### config.mk
export PLATFORM = sky130hd
export DESIGN_NAME = alu_arbiter
export DESIGN_NICKNAME = d
export VERILOG_FILES = /design/src/rtl/alu_arbiter.sv
export SDC_FILE = /design/constraint.sdc
export NUM_CORES = 1
export LEC_CHECK = 0
export BUFFER_PORTS_ARGS = -buffer_cell sky130_fd_sc_hd__clkbuf_2
export CAP_MARGIN = 20
export CORE_MARGIN = 2
export CORE_UTILIZATION = 30
export DETAILED_ROUTE_END_ITERATION = 7
export SYNTH_ARGS = -nofsm -noshare
export SYNTH_HDL_FRONTEND = slang
export SYNTH_SLANG_ARGS = --single-unit
export TNS_END_PERCENT = 30
### constraint.sdc
create_clock -name clk -period 2.2 [get_ports clk]
set_input_delay 0 -clock clk [delete_from_list [all_inputs] [get_ports clk]]
set_output_delay 0 -clock clk [all_outputs]
set_load 0.05 [all_outputs]
### src/rtl/alu_arbiter.sv
// Two-requester front end for a shared combinational ALU: round-robin grant,
// one-cycle execute, and a held response until the consumer accepts it.
module alu_arbiter #(
    parameter int CNT_W = 16
) (
    input  logic             clk,
    input  logic             rst_n,
    input  logic             req0_valid,
    output logic             req0_ready,
    input  logic [31:0]      req0_a,
    input  logic [31:0]      req0_b,
    input  logic [3:0]       req0_sel,
    input  logic             req1_valid,
    output logic             req1_ready,
    input  logic [31:0]      req1_a,
    input  logic [31:0]      req1_b,
    input  logic [3:0]       req1_sel,
    output logic [31:0]      alu_a,
    output logic [31:0]      alu_b,
    output logic [3:0]       alu_sel,
    input  logic [31:0]      alu_result,
    output logic             rsp_valid,
    input  logic             rsp_ready,
    output logic [31:0]      rsp_data,
    output logic             rsp_id,
    output logic             rsp_err,
    output logic [CNT_W-1:0] op_count
);

    typedef enum logic [1:0] {IDLE, EXEC, RESP} state_t;

    state_t           state_q, state_d;
    logic             pref_q, pref_d;
    logic             gnt_id_q, gnt_id_d;
    logic [31:0]      a_q, a_d, b_q, b_d;
    logic [3:0]       sel_q, sel_d;
    logic [31:0]      rsp_data_q, rsp_data_d;
    logic             rsp_id_q, rsp_id_d;
    logic             rsp_err_q, rsp_err_d;
    logic [CNT_W-1:0] cnt_q, cnt_d;
    logic             gnt0, gnt1;

    always_comb begin
        state_d    = state_q;
        pref_d     = pref_q;
        gnt_id_d   = gnt_id_q;
        a_d        = a_q;
        b_d        = b_q;
        sel_d      = sel_q;
        rsp_data_d = rsp_data_q;
        rsp_id_d   = rsp_id_q;
        rsp_err_d  = rsp_err_q;
        cnt_d      = cnt_q;
        gnt0       = 1'b0;
        gnt1       = 1'b0;
        case (state_q)
            IDLE: begin
                // pref_q=0 favours requester 0 when both are valid
                if (rst_n) begin
                    if (req0_valid && (!req1_valid || !pref_q)) begin
                        gnt0 = 1'b1;
                    end else if (req1_valid) begin
                        gnt1 = 1'b1;
                    end
                end
                if (gnt0 || gnt1) begin
                    a_d      = gnt1 ? req1_a   : req0_a;
                    b_d      = gnt1 ? req1_b   : req0_b;
                    sel_d    = gnt1 ? req1_sel : req0_sel;
                    gnt_id_d = gnt1;
                    pref_d   = ~gnt1;
                    state_d  = EXEC;
                end
            end
            EXEC: begin
                rsp_err_d  = (sel_q >= 4'd12);
                rsp_data_d = (sel_q >= 4'd12) ? 32'd0 : alu_result;
                rsp_id_d   = gnt_id_q;
                state_d    = RESP;
            end
            RESP: begin
                if (rsp_ready) begin
                    cnt_d   = cnt_q + CNT_W'(1);
                    state_d = IDLE;
                end
            end
            default: state_d = IDLE;
        endcase
    end

    always_ff @(posedge clk) begin
        if (!rst_n) begin
            state_q    <= IDLE;
            pref_q     <= 1'b0;
            gnt_id_q   <= 1'b0;
            a_q        <= '0;
            b_q        <= '0;
            sel_q      <= '0;
            rsp_data_q <= '0;
            rsp_id_q   <= 1'b0;
            rsp_err_q  <= 1'b0;
            cnt_q      <= '0;
        end else begin
            state_q    <= state_d;
            pref_q     <= pref_d;
            gnt_id_q   <= gnt_id_d;
            a_q        <= a_d;
            b_q        <= b_d;
            sel_q      <= sel_d;
            rsp_data_q <= rsp_data_d;
            rsp_id_q   <= rsp_id_d;
            rsp_err_q  <= rsp_err_d;
            cnt_q      <= cnt_d;
        end
    end

    assign req0_ready = gnt0;
    assign req1_ready = gnt1;
    assign alu_a      = a_q;
    assign alu_b      = b_q;
    assign alu_sel    = sel_q;
    assign rsp_valid  = (state_q == RESP);
    assign rsp_data   = rsp_data_q;
    assign rsp_id     = rsp_id_q;
    assign rsp_err    = rsp_err_q;
    assign op_count   = cnt_q;

endmodule

==> metrics.cfg <==
[run_status]
status = complete, no violations

[final_layout]
area_growth_pct = 80.5
fillers = 1437
diodes = 0
fin_util = 0.546
final_cell_mix = clkbuf_2 (292), dlygate4sd3_1 (173), dfxtp_1 (122)
layout_commonest_cell = clkbuf_2
nNetsFinal = 1149
drive_gt1_frac = 0.351
multi_input_area_sq_um = 2290
seqCellArea_sq_um = 2440
finalNonFillerCells = 1208
final_cell_area_sq_um = 8960

[synthesis]
yosys_warnings = 0
async_reset_ff_frac = 0
syn-mean-instance-area_sq_um = 9.53
synth_seq_area_share = 0.492
syn_area_sq_um = 4960
netlist_instances = 521
synth-edff-count = 0
yosysUniqueCellTypes = 40
synth_nets = 695
ys_ff_latch = 122
synth_ff_type = dfxtp_1

[power]
power_density_nw_per_um2 = 786
leakagePower_nw = 4.42
vdd_drop_max_mv = 0.516
total_power_mw = 7.04

[global_route]
grt_pass1_wl_mm = 27.4
grt_pass1_vias = 5706
antenna_found_initial = 1
grt_use_total = 0.194
grt_remaining_overflow = 0
grt_max_degree = 80

[worst_setup_path]
path_delay_family = buffers and inverters
critPathBufInv = 3
cp_cell_sequence = o211ai_1 -> buf_4 -> buf_12 -> mux2i_1 -> dlygate4sd3_1 -> o21ai_0
critPathLaunchType = flop
crit_path_end_kind = flop
max_stage_delay_ns = 0.60
crit_arrival_ns = 2.28
critPathSlowestCell = dlygate4sd3_1
critPathRequiredTime_ns = 2.47
crit_type = reg -> reg
cp_max_fo = 37

[cts]
root_buffer = clkbuf_16
cts_buffer_depth = 2
cts_made_buffers = 17
clkTransAtPathRegs_ns = 0.06
cts_tree = built
clk_latency_ns = 0.41
cts-htree-levels = 4
clock-sinks = 122

[sta]
min_period_ns = 2.02
fmax_ghz = 0.496
timing.final.ws_setup_ns = 0.185
slew_viol_final = 0
clock-skew-final_ns = 0.00867
rsz0062_at_grt = false
hold_violations = 0
fin_crit_sh = 0.916
finalSetupViolCount = 0
finalSetupTns_ns = 0
worst_pin_slew_ns = 0.629
max_slew_margin = 0.580
hold_slack_ns = 0.260

[routing]
vias = 5594
highest_layer = met5
m1WireLength_mm = 6.94
routedWlPerCell_um = 14.2
drc = 0
drt_iter0_drc = 258
drt-total-wl_mm = 17.2
via_per_inst = 4.63
ant_nets = 0
dr_wl_met3_mm = 1.23
firstDrtPassIters = 4
wl_met2_mm = 8.48

[floorplan]
initial_core_util = 0.303
core-area_sq_um = 16400
io_pins = 294
placement_rows = 47
die_x_um = 133
die_h_um = 133
die_area_sq_um = 17600

[placed_design]
dp_cells = 1002
gp_congestion = 0.772
hpwl_mm = 10.5
pre_cts_ws_ns = 0.543
placement.io_buffers = 293
placed_area_sq_um = 6640

[min_path]
hold_class = in -> reg

[flow_run]
cap_violations = 0

[kinds of logic (layout without fill, tap and decap cells)]
kind of cell	after synthesis	in the layout	share of synthesized area
and+or+nand+nor	151	151	0.140
AOI/OAI and AO/OA	113	113	0.150
adders and majority gates	1	1	0.00252
muxes	73	73	0.147
buffers and inverters	50	517	0.0484
xor gates and xnor gates	11	11	0.0194
DFF	122	122	0.492
[tightest hold or removal path, stage by stage]
cell and delay, ns:
clkbuf_2 0.11, o21ai_1 0.12, or3_2 0.13, inv_2 0.04
buf_4 0.19
[final timing paths]
check                                  end  depth (start not counted)  slack [ns]       start
worst max-delay path             alu_a[20]                          6        0.18      pref_q
worst max register to register   alu_a[20]                          6        0.18      pref_q
worst min-delay path            state_q[0]                          5        0.26  req0_valid
worst min register to register     rsp_err                          2        0.46     rsp_err
[layout make-up]
| cell class | instances | share of cell area |
|---|---|---|
| clock buffer | 22 | 0.0518 |
| clock inverter | 10 | 0.0133 |
| inverter | 5 | 0.00209 |
| multi-input combinational | 349 | 0.255 |
| sequential | 122 | 0.273 |
| tap | 220 | 0.0307 |
| timing repair buffer | 480 | 0.374 |
[timing repair]
action | CTS | global route
setup endpoints to repair | 0 | 13
gates resized for setup | 0 | 0
hold buffers | 173 | 0
buffers inserted | 0 | 1
hold endpoints to repair | 103 | 0
[flip-flops by register name (all words and copies together), names as in the netlist, 2 cells and up]
| register | flops |
|---|---|
| state_q | 2 |
| alu_sel | 4 |
| rsp_data | 32 |
| alu_b | 32 |
| op_count | 16 |
| alu_a | 32 |
[metal layers]
metal / track usage / vias to the layer above
met3: 0.0648 / 43
met4: 0.0872 / 2
met2: 0.336 / 237
met5: 0 / -
met1: 0.215 / 2527
li1: - / 2785
[power by group]
part	internal, mW	switching [mW]	total (mW)
Sequential	2.40	0.101	2.50
Clock	1.73	1.02	2.75
Combinational	0.667	1.13	1.79
[cell usage after synthesis, types with 2 or more instances]
library cell	count	area (sq um)
a211oi_1	28	210
a211oi_2	2	25.0
a21oi_1	6	30.0
a22oi_1	32	240
and3_1	2	12.5
buf_1	6	22.5
buf_2	18	90.1
buf_4	8	60.1
clkbuf_1	13	48.8
dfxtp_1	122	2440
inv_1	3	11.3
inv_2	2	7.51
mux2i_1	73	731
nand2_1	8	30.0
nand2b_1	3	18.8
nand3_1	43	215
nand4_1	4	25.0
nor2_1	75	282
nor3_1	4	20.0
nor4_1	2	12.5
o21ai_0	38	190
o21ai_1	2	10.0
xnor2_1	6	52.6
xor2_1	5	43.8
Power figures use the tool's default switching activity.
